<file path="config.mk">
export PLATFORM = sky130hd
export DESIGN_NAME = regfile_wr_arbiter
export DESIGN_NICKNAME = d
export VERILOG_FILES = /design/src/rtl/regfile_wr_arbiter.sv
export SDC_FILE = /design/constraint.sdc
export NUM_CORES = 1
export LEC_CHECK = 0
export CAP_MARGIN = 20
export CORE_MARGIN = 4
export CORE_UTILIZATION = 42
export CTS_CLUSTER_SIZE = 12
export DETAILED_ROUTE_END_ITERATION = 16
export GPL_TIMING_DRIVEN = 0
export MAX_ROUTING_LAYER = met4
export PLACE_DENSITY = 0.89
export RECOVER_POWER = 50
export REMOVE_ABC_BUFFERS = 1
export SLEW_MARGIN = 40
export SYNTH_ARGS = -nofsm -noshare
export SYNTH_HDL_FRONTEND = slang
export SYNTH_SLANG_ARGS = --single-unit
</file>
<file path="constraint.sdc">
create_clock -name clk -period 3.7 [get_ports clk]
set_input_delay 0.37 -clock clk [delete_from_list [all_inputs] [get_ports clk]]
set_output_delay 0.37 -clock clk [all_outputs]
set_load 0.005 [all_outputs]
</file>
<file path="src/rtl/regfile_wr_arbiter.sv">
// rtl/regfile_wr_arbiter.sv - round-robin arbiter with burst lock sharing one register-file write port
module regfile_wr_arbiter #(
    parameter int NREQ = 3,
    parameter int AW   = 5,
    parameter int DW   = 32,
    localparam int IW   = (NREQ > 1) ? $clog2(NREQ) : 1,
    localparam int NREG = 1 << AW
) (
    input  logic                 clk,
    input  logic                 rst,
    input  logic [NREQ-1:0]      req_valid,
    input  logic [NREQ-1:0]      req_lock,
    input  logic [NREQ*AW-1:0]   req_addr,
    input  logic [NREQ*DW-1:0]   req_data,
    output logic [NREQ-1:0]      req_ready,
    output logic                 rf_we,
    output logic [AW-1:0]        rf_waddr,
    output logic [DW-1:0]        rf_wdata,
    output logic [IW-1:0]        grant_id,
    output logic [NREG-1:0]      pending_mask,
    output logic                 drop_zero
);

    typedef enum logic {
        ARB  = 1'b0,
        LOCK = 1'b1
    } state_t;

    state_t          state, state_next;
    logic [IW-1:0]   rr_ptr, rr_ptr_next;
    logic [IW-1:0]   owner, owner_next;

    logic            arb_hit;
    logic [IW-1:0]   arb_idx;
    logic [NREQ-1:0] ready_raw;
    logic [IW-1:0]   acc_idx;
    logic            accept;
    logic [AW-1:0]   acc_addr;
    logic [DW-1:0]   acc_data;

    // First valid requester at or after rr_ptr, wrapping around.
    always_comb begin
        int            idx;
        logic [IW-1:0] cand;
        arb_hit = 1'b0;
        arb_idx = '0;
        idx     = 0;
        cand    = '0;
        for (int k = 0; k < NREQ; k++) begin
            idx = int'(rr_ptr) + k;
            if (idx >= NREQ) begin
                idx = idx - NREQ;
            end
            cand = IW'(idx);
            if (!arb_hit && req_valid[cand]) begin
                arb_hit = 1'b1;
                arb_idx = cand;
            end
        end
    end

    always_comb begin
        ready_raw = '0;
        acc_idx   = arb_idx;
        if (state == ARB) begin
            if (arb_hit) begin
                ready_raw[arb_idx] = 1'b1;
            end
        end else begin
            acc_idx          = owner;
            ready_raw[owner] = req_valid[owner];
        end
    end

    assign req_ready = rst ? ready_raw : '0;
    assign accept    = |(req_valid & req_ready);
    assign acc_addr  = req_addr[acc_idx*AW +: AW];
    assign acc_data  = req_data[acc_idx*DW +: DW];

    always_ff @(posedge clk or negedge rst) begin
        if (!rst) begin
            state  <= ARB;
            rr_ptr <= '0;
            owner  <= '0;
        end else begin
            state  <= state_next;
            rr_ptr <= rr_ptr_next;
            owner  <= owner_next;
        end
    end

    always_comb begin
        state_next  = state;
        rr_ptr_next = rr_ptr;
        owner_next  = owner;
        case (state)
            ARB: begin
                if (accept) begin
                    rr_ptr_next = (acc_idx == IW'(NREQ - 1)) ? '0 : acc_idx + 1'b1;
                    if (req_lock[acc_idx]) begin
                        state_next = LOCK;
                        owner_next = acc_idx;
                    end
                end
            end
            LOCK: begin
                // An idle owner that has dropped its lock releases the grant too.
                if ((accept && !req_lock[owner]) || (!req_valid[owner] && !req_lock[owner])) begin
                    state_next = ARB;
                end
            end
            default: state_next = ARB;
        endcase
    end

    // Beats to register 0 are consumed here and never reach the write port.
    always_ff @(posedge clk or negedge rst) begin
        if (!rst) begin
            rf_we     <= 1'b0;
            rf_waddr  <= '0;
            rf_wdata  <= '0;
            grant_id  <= '0;
            drop_zero <= 1'b0;
        end else begin
            rf_we     <= accept && (acc_addr != '0);
            drop_zero <= accept && (acc_addr == '0);
            if (accept) begin
                grant_id <= acc_idx;
                if (acc_addr != '0) begin
                    rf_waddr <= acc_addr;
                    rf_wdata <= acc_data;
                end
            end
        end
    end

    always_comb begin
        pending_mask = '0;
        for (int i = 0; i < NREQ; i++) begin
            if (req_valid[i]) begin
                pending_mask[req_addr[i*AW +: AW]] = 1'b1;
            end
        end
        if (rf_we) begin
            pending_mask[rf_waddr] = 1'b1;
        end
        pending_mask[0] = 1'b0;
    end

endmodule

</file>
; ---- Word level (Yosys, flattened, before mapping)
; Cells that the tools add are included.
[classes]
n_reduce_logical = 23
mul = 1
order_cmp = 19
add_sub_neg = 6
eq_ne = 1
shift = 2
n_mux = 46
bitwise_logic = 6
[op_table]
columns = op, n
row1 = two-way mux 32 bit, 4
row2 = OR 32 bit, 3
row3 = variable part select 96 x 8 -> 32 bit, 1
row4 = "< comparator 5 x 6 -> 1 bit, second input constant", 4
row5 = demux 1 bit (select 5 bit), 4
row6 = "greater-or-equal comparator 5 x 1 -> 1 bit, second input constant", 4
row7 = "< comparator 2 x 3 -> 1 bit, second input constant", 6
row8 = two-way mux 1 bit, 18
row9 = two-way mux 2 bit, 8
row10 = variable part select 15 x 6 -> 5 bit, 1
row11 = binary-select mux 1 bit (select 2 bit), 6
row12 = logical AND 1 bit, 12
row13 = two-way mux 3 bit, 3
row14 = bitwise AND 3 bit, 2
row15 = "greater-or-equal comparator 3 x 2 -> 1 bit, second input constant", 2
row16 = "subtractor 2 bit, second input constant", 3
row17 = zero test 5 bit, 1
row18 = "multiplier 2 x 3 -> 5 bit, second input constant", 1
row19 = nonzero test 5 bit, 1
row20 = demux 1 bit (select 2 bit), 2
row21 = "greater-or-equal comparator 2 x 1 -> 1 bit, second input constant", 2
row22 = zero test 1 bit, 4
row23 = AND reduction 2 bit, 2
row24 = "adder 2 x 1 -> 3 bit, second input constant", 1
row25 = other kinds (9), 9
[word_totals]
wordCells = 112
reg_bits = 46
out_inout_bits = 76
in_bits = 119

; ---- Longest topological paths before layout
; Gate-level depths: netlist of run 1.
[logic_depth]
depth_word = 24
mapped_depth = 13
mapped_depth_nobuf = 9

; ---- Worst setup path before layout of run 1
; Ideal clock, no wire load.
[synth_path]
path_type = register to register
from = reg rr_ptr[0]
to = reg rf_waddr[1]
required_time_ps = 3575
t_arrival_ps = 2921
synth_period_minus_slack_ps = 3046
path_buffers = 2
path_stages_with_launch = 12
setup_ps = 125
setup_slack_ps = 654
cell_sequence = dfrtp_1 > inv_1 > ha_1 > clkbuf_2 > nor2b_1 > a222oi_1 > o21ai_2 > or4b_4 > o211ai_2 > a31oi_4 > buf_6 > mux2_4
[synth_via]
elab_chain_cells = 21
word_cells_on_any_way = 42
classes_between = add/sub (5) / mul (1) / order compare (5) / shift (1) / mux (21) / bitwise (1) / reduce/logical (8)
[synth_rtl]
columns = item, line_no
row1 = from (decl), 30  ; logic [IW-1:0] rr_ptr, rr_ptr_next;
row2 = from (signal assigned), 87  ; rr_ptr <= rr_ptr_next;
row3 = "parallel branches: the longest is 21 deep, another holds multiplier 2 x 3 -> 5 bit", --
row4 = to (signal assigned), 130  ; rf_waddr <= acc_addr;
row5 = to (decl), 17  ; output logic [AW-1:0] rf_waddr,
; Parallel ways; which one is timed is not known. The select of a mux whose other input is x is not followed.
; A chain may end at the register's enable or synchronous reset.

; ---- Worst setup path in the final report of run 1
[layout_path]
from = in req_valid[0]
to = reg rf_wdata[11]
[layout_via]
elab_chain_cells = 19
word_cells_on_any_way = 35
classes_between = mul (1) / order compare (2) / shift (2) / mux (20) / bitwise (2) / reduce/logical (8)
[layout_rtl]
columns = item, line_no
row1 = from (decl), 11  ; input logic [NREQ-1:0] req_valid,
row2 = "parallel branches: the longest is 19 deep, another holds multiplier 2 x 3 -> 5 bit", --
row3 = to (signal assigned), 131  ; rf_wdata <= acc_data;
row4 = to (decl), 18  ; output logic [DW-1:0] rf_wdata,
; Parallel ways; which one is timed is not known. The select of a mux whose other input is x is not followed.

==> flow_summary.toml, run 1 <==
[cts]
numCtsBuffers = 5
clkSinkCount = 46
cts_root_buf = "clkbuf_8"
clkLatencyLatePin_ns = 0.30
cts_tree = "yes"
htreeDepth = 2
cts_buffer_depth = 2
clkTransAtPathRegs_ns = 0.10
cts.repair.resized = 0

[floorplanning]
rows = 35
dieArea_sq_mm = 0.0113
start_util_pct = 43.6
fp.dieW_um = 106
core_area_sq_mm = 0.00933
die_y_um = 106
io_pins = 195

[final_layout]
multi_input_area_sq_mm = 0.00272
drive_gt1_share_pct = 11.2
final_cell_area_sq_mm = 0.00630
n_antenna_cell = 0
nNetsFinal = 772
mostFrequentLayoutCell = "clkdlybuf4s50_1"
instances_no_fill = 779
area_growth_pct = 54.8
final_cell_mix = "clkdlybuf4s50_1, nand2_1, dfrtp_1"
nFillCells = 719
regArea_sq_mm = 0.00115

[worst_setup_path]
criticalPathCategory = "in -> reg"
cp_cell_sequence = "clkdlybuf4s50_1 > mux2i_1 > o211ai_1 > o21ai_4 > buf_16 > or4b_4 > o211ai_2 > a31oi_4 > buf_8 > mux2_4"
cp_max_fo = 24
endpoint_kind = "flop"
critPathSlowestCell = "clkdlybuf4s50_1"
critical_path_required_ns = 3.88
cp.arrival_ns = 3.70
cp-start-kind = "input port"
slowest_delay_ns = 0.73
crit_family = "buffers and inverters"
crit_buf_inv = 3

[routing]
route.vias.total = 4593
antenna_left = 0
first_iter_violations = 265
avgRoutedWirePerCell_um = 20.1
firstDrtPassIters = 7
wirelength_mm = 15.7
drc_errors = 0
via_per_inst = 5.90

[timing]
finalCritPeriodShare_pct = 95.1
relSlewSlack_pct = -2.72
fin_crit_ns = 3.52
setup_viol = 0
fmax_mhz = 284
drv_slew = 30
fin_setup_tns_ns = 0
grt_setup_unrepaired = "no"
tightest_slew_ns = 1.54
fin_skew_ns = 0.0128
hold_viol = 0

[yosys]
synth_top_flop_cell = "dfrtp_1"
synthArstFlopShare_pct = 100
netlist_top_cells_area = "dfrtp_1, mux2i_1, mux2_4"
synth_cell_types = 59
syn_inst = 467
yosysTopAreaCell = "dfrtp_1"
yosys.area.top_type_share_pct = 28.3
syn_area_sq_mm = 0.00407
syn_avg_cell_area_sq_um = 8.71
yosys_warnings = 0
ys_ff_latch = 46
synth-edff-count = 0
yosysSeqAreaShare_pct = 28.3

[global_routing]
grt_pass1_vias = 4734
grt_pass1_wl_mm = 24.3
grt_antenna_before_repair = 0
grt_use_total_pct = 27.5
grt_max_degree = 33
grt-ovfl-total = 0

[placed_design]
hpwl_mm = 11.9
placed_cells = 761
port_buffers = 193
place_congestion = 0.959
dpl_cell_area_sq_mm = 0.00614

[flow_run]
drv_cap = 1

[outcome]
status = "finished with violations"
violations = "max-capacitance violations, max-slew violations"

[hold_path]
hp-class = "reg -> reg"

[power_and_ir_drop]
ir_drop_uv = 480
p_leak_uw = 0.00259
power_per_cell_area_mw_per_mm2 = 787
[tightest hold or removal path: stages (launching register included)]
cell and delay (ns):
dfrtp_1 0.36, nand2_1 0.05, nand2_1 0.05
[registers in the layout (all words and copies together) (netlist names)]
signal / cells
owner: 2
rr_ptr: 2
grant_id: 2
state: 1
rf_wdata: 32
rf_we: 1
rf_waddr: 5
drop_zero: 1
[path summary, 6_finish.rpt]
check | from | endpoint | slack [ns] | depth (start not counted)
worst max-delay path | req_valid[0] | rf_wdata[11] | 0.18 | 10
worst min-delay path | grant_id[1] | grant_id[1] | 0.48 | 2
worst max register to register | rr_ptr[0] | rf_wdata[16] | 0.26 | 10
worst min register to register | grant_id[1] | grant_id[1] | 0.48 | 2
max in group asynchronous | rst | rf_wdata[12] | 1.48 | 3
min in group asynchronous | rst | rf_wdata[9] | 0.49 | 2
[logic make-up after synthesis]
logic type               after synthesis  synth area share, %
AO/OA/AOI/OAI                        136                 24.0
flip-flops                            46                 28.3
multiplexers                          78                 22.8
adder cells (fa/ha/maj)                4                 1.23
buffers and inverters                 52                 5.75
other                                  1               0.0922
AND/OR/NAND/NOR                      150                 17.8
[timing repair]
action,in CTS,in global routing
buffers inserted,2,6
hold buffers,1,0
endpoints found under the hold margin,17,0
setup endpoints to repair,34,29
gates cloned,0,1
pin swaps,1,2
[area by class of cell]
| cell class | instances | area share [%] |
|---|---|---|
| Clock buffer | 6 | 1.31 |
| Clock inverter | 2 | 0.258 |
| Sequential cell | 46 | 18.3 |
| Inverter | 18 | 1.07 |
| Multi-Input combinational cell | 370 | 43.2 |
| Tap cell | 129 | 2.56 |
| Timing Repair Buffer | 208 | 33.3 |
[metal layers]
metal / GRT usage, % / part of all wire [%] / vias up
li1: - / - / 2126
met1: 30.8 / 37 / 2134
met2: 47.6 / 50 / 296
met3: 6.68 / 10 / 37
met4: 10.3 / 2.2 / 0
met5: - / 0 / -
[Yosys cell counts (13+ instances only)]
cell	instances
a221o_1	13
clkbuf_1	20
dfrtp_1	46
inv_1	18
mux2_4	27
mux2i_1	43
nand2_1	58
nand3_1	17
nor2_1	29
o21ai_0	42
o221ai_1	16
o22ai_1	14
[report_power, final]
| group | internal [uW] | leakage [uW] | total, uW | switching, uW |
|---|---|---|---|---|
| registers | 779 | 0.000559 | 1000 | 222 |
| clock network | 154 | 0.0000478 | 343 | 188 |
| logic | 1970 | 0.00199 | 3620 | 1650 |
[through the flow]
step                setup WS [ns]  hold WS [ns]  total power, uW  util, %
finish                      0.182         0.485             4960     67.5
global route               0.0515         0.495             5280     67.5
global placement            -3.17         0.465             4360     64.3
detailed placement         -0.539         0.284             4560     65.8
CTS                        0.0607         0.482             4950     67.1
floorplan                   -1.09        0.0744             3210        -
Note: power is estimated with default switching activity, not from simulation.
==> inputs of run 2 (changes only) <==
- CORE_UTILIZATION: 42 -> 40
- PLACE_DENSITY: 0.89 -> 0.86
==> flow_summary.toml, run 2 (synthesis results as in run 1) <==
[flow_run]
drv_cap = 0

[final_layout]
regArea_sq_mm = 0.00115
nFillCells = 832
largest_reg_flops = 32
drive_gt1_share_pct = 11.3
area_growth_pct = 55.4
mostFrequentLayoutCell = "clkdlybuf4s50_1"
multi_input_area_sq_mm = 0.00273
nNetsFinal = 769
regMostFlops = "rf_wdata"
top_regs = "rf_wdata x32, rf_waddr x5"
n_antenna_cell = 0
final_cell_mix = "clkdlybuf4s50_1, nand2_1, dfrtp_1"

[floorplanning]
fp.dieW_um = 109
start_util_pct = 41.4
io_pins = 195
rows = 36
dieArea_sq_mm = 0.0118
core_area_sq_mm = 0.00982
die_y_um = 109

[timing]
finalCritPeriodShare_pct = 94.2
fin_skew_ns = 0.00515
drv_slew = 0
tightest_slew_ns = 0.871
fin_crit_ns = 3.48
fin_setup_tns_ns = 0
setup_ws_ns = 0.216
relSlewSlack_pct = 41.7
setup_viol = 0
hold_viol = 0
fmax_mhz = 287
grt_setup_unrepaired = "no"

[worst_setup_path]
cp_max_fo = 14
cp-start-kind = "input port"
slowest_delay_ns = 0.71
critPathSlowestCell = "clkdlybuf4s50_1"
crit_buf_inv = 3
criticalPathCategory = "in -> reg"
critical_path_required_ns = 3.89
crit_family = "compound AO/OA/AOI/OAI gates"
cp.arrival_ns = 3.68
endpoint_kind = "flop"
cp_cell_sequence = "clkdlybuf4s50_1 > mux2i_1 > o21ai_0 > o41a_1 > nand2_4 > a211o_1 > a31oi_4 > buf_16 > buf_8 > mux2_2"

[cts]
htreeDepth = 2
cts_buffer_depth = 2
clkTransAtPathRegs_ns = 0.09
clkLatencyLatePin_ns = 0.30
clkSinkCount = 46
numCtsBuffers = 5
cts_tree = "yes"
cts_root_buf = "clkbuf_8"

[routing]
via_per_inst = 5.84
drc_errors = 0
first_iter_violations = 298
route.vias.total = 4558
firstDrtPassIters = 6
avgRoutedWirePerCell_um = 20.4
wirelength_mm = 15.9
antenna_left = 0

[placed_design]
place_congestion = 0.987
dp_slack_ns = -0.791
hpwl_mm = 12.2
port_buffers = 193

[outcome]
status = "completed"

[hold_path]
hp-class = "reg -> reg"

[global_routing]
grt-ovfl-total = 0
grt_use_total_pct = 26.9
grt_antenna_before_repair = 0
grt_pass1_vias = 4691
grt_pass1_wl_mm = 24.2
grt_max_degree = 32

[power_and_ir_drop]
ir_drop_uv = 415
power_per_cell_area_mw_per_mm2 = 789
p_leak_uw = 0.00260
-- run 2: report_power, final --
part | internal (uW) | switching (uW)
registers | 780 | 230
logic | 1960 | 1670
clock network | 172 | 180
-- run 2: cell type report --
cell class,instances,share of cell area [%]
tap,133,2.63
sequential,46,18.2
inverter,18,1.07
clock inverter,1,0.139
clock buffer,7,1.52
timing repair buffer,205,33.3
multi-input combinational,370,43.2
-- run 2: path summary, 6_finish.rpt --
path                              start      endpoint  slack (ns)  depth (start not counted)
min in group asynchronous           rst  rf_wdata[31]        0.53                          2
hold / removal              grant_id[1]   grant_id[1]        0.48                          2
max in group asynchronous           rst   rf_wdata[6]        2.73                          3
setup reg to reg              rr_ptr[1]   rf_wdata[8]        0.25                         11
setup / recovery           req_valid[2]  rf_wdata[12]        0.22                         10
hold reg to reg             grant_id[1]   grant_id[1]        0.48                          2
-- run 2: metal layers --
layer	GRT usage [%]	routed length [um]	vias up
met3	4.85	1280	28
met5	-	0	-
met2	47.3	8220	261
met4	7.84	264	0
met1	31.5	6120	2146
li1	-	-	2123
-- run 2: worst min-delay path, delay by kind of cell, from the launching register on --
kind          cells  cell delay [ns]
flops             1             0.35
simple gates      2             0.11
-- run 2: through the flow --
stage	area [sq um]	cells	hold WS [ns]	total power, uW	util, %
after floorplan	3900	433	0.0744	3210	-
after global placement	6000	759	0.464	4380	61.1
after detailed placement	6150	765	0.294	4630	62.7
after CTS	6290	777	0.498	5050	64.1
after global routing	6320	780	0.528	5300	64.4
final	6320	780	0.484	4990	64.4
-- run 2: timing repair --
item                                   in CTS  in global routing
endpoints found under the hold margin      24                  0
setup endpoints to repair                  34                 13
pin swaps                                   2                  2
cloned                                      0                  1
buffers inserted                            3                  2
gates resized for setup                     0                  1
hold buffers                                1                  0
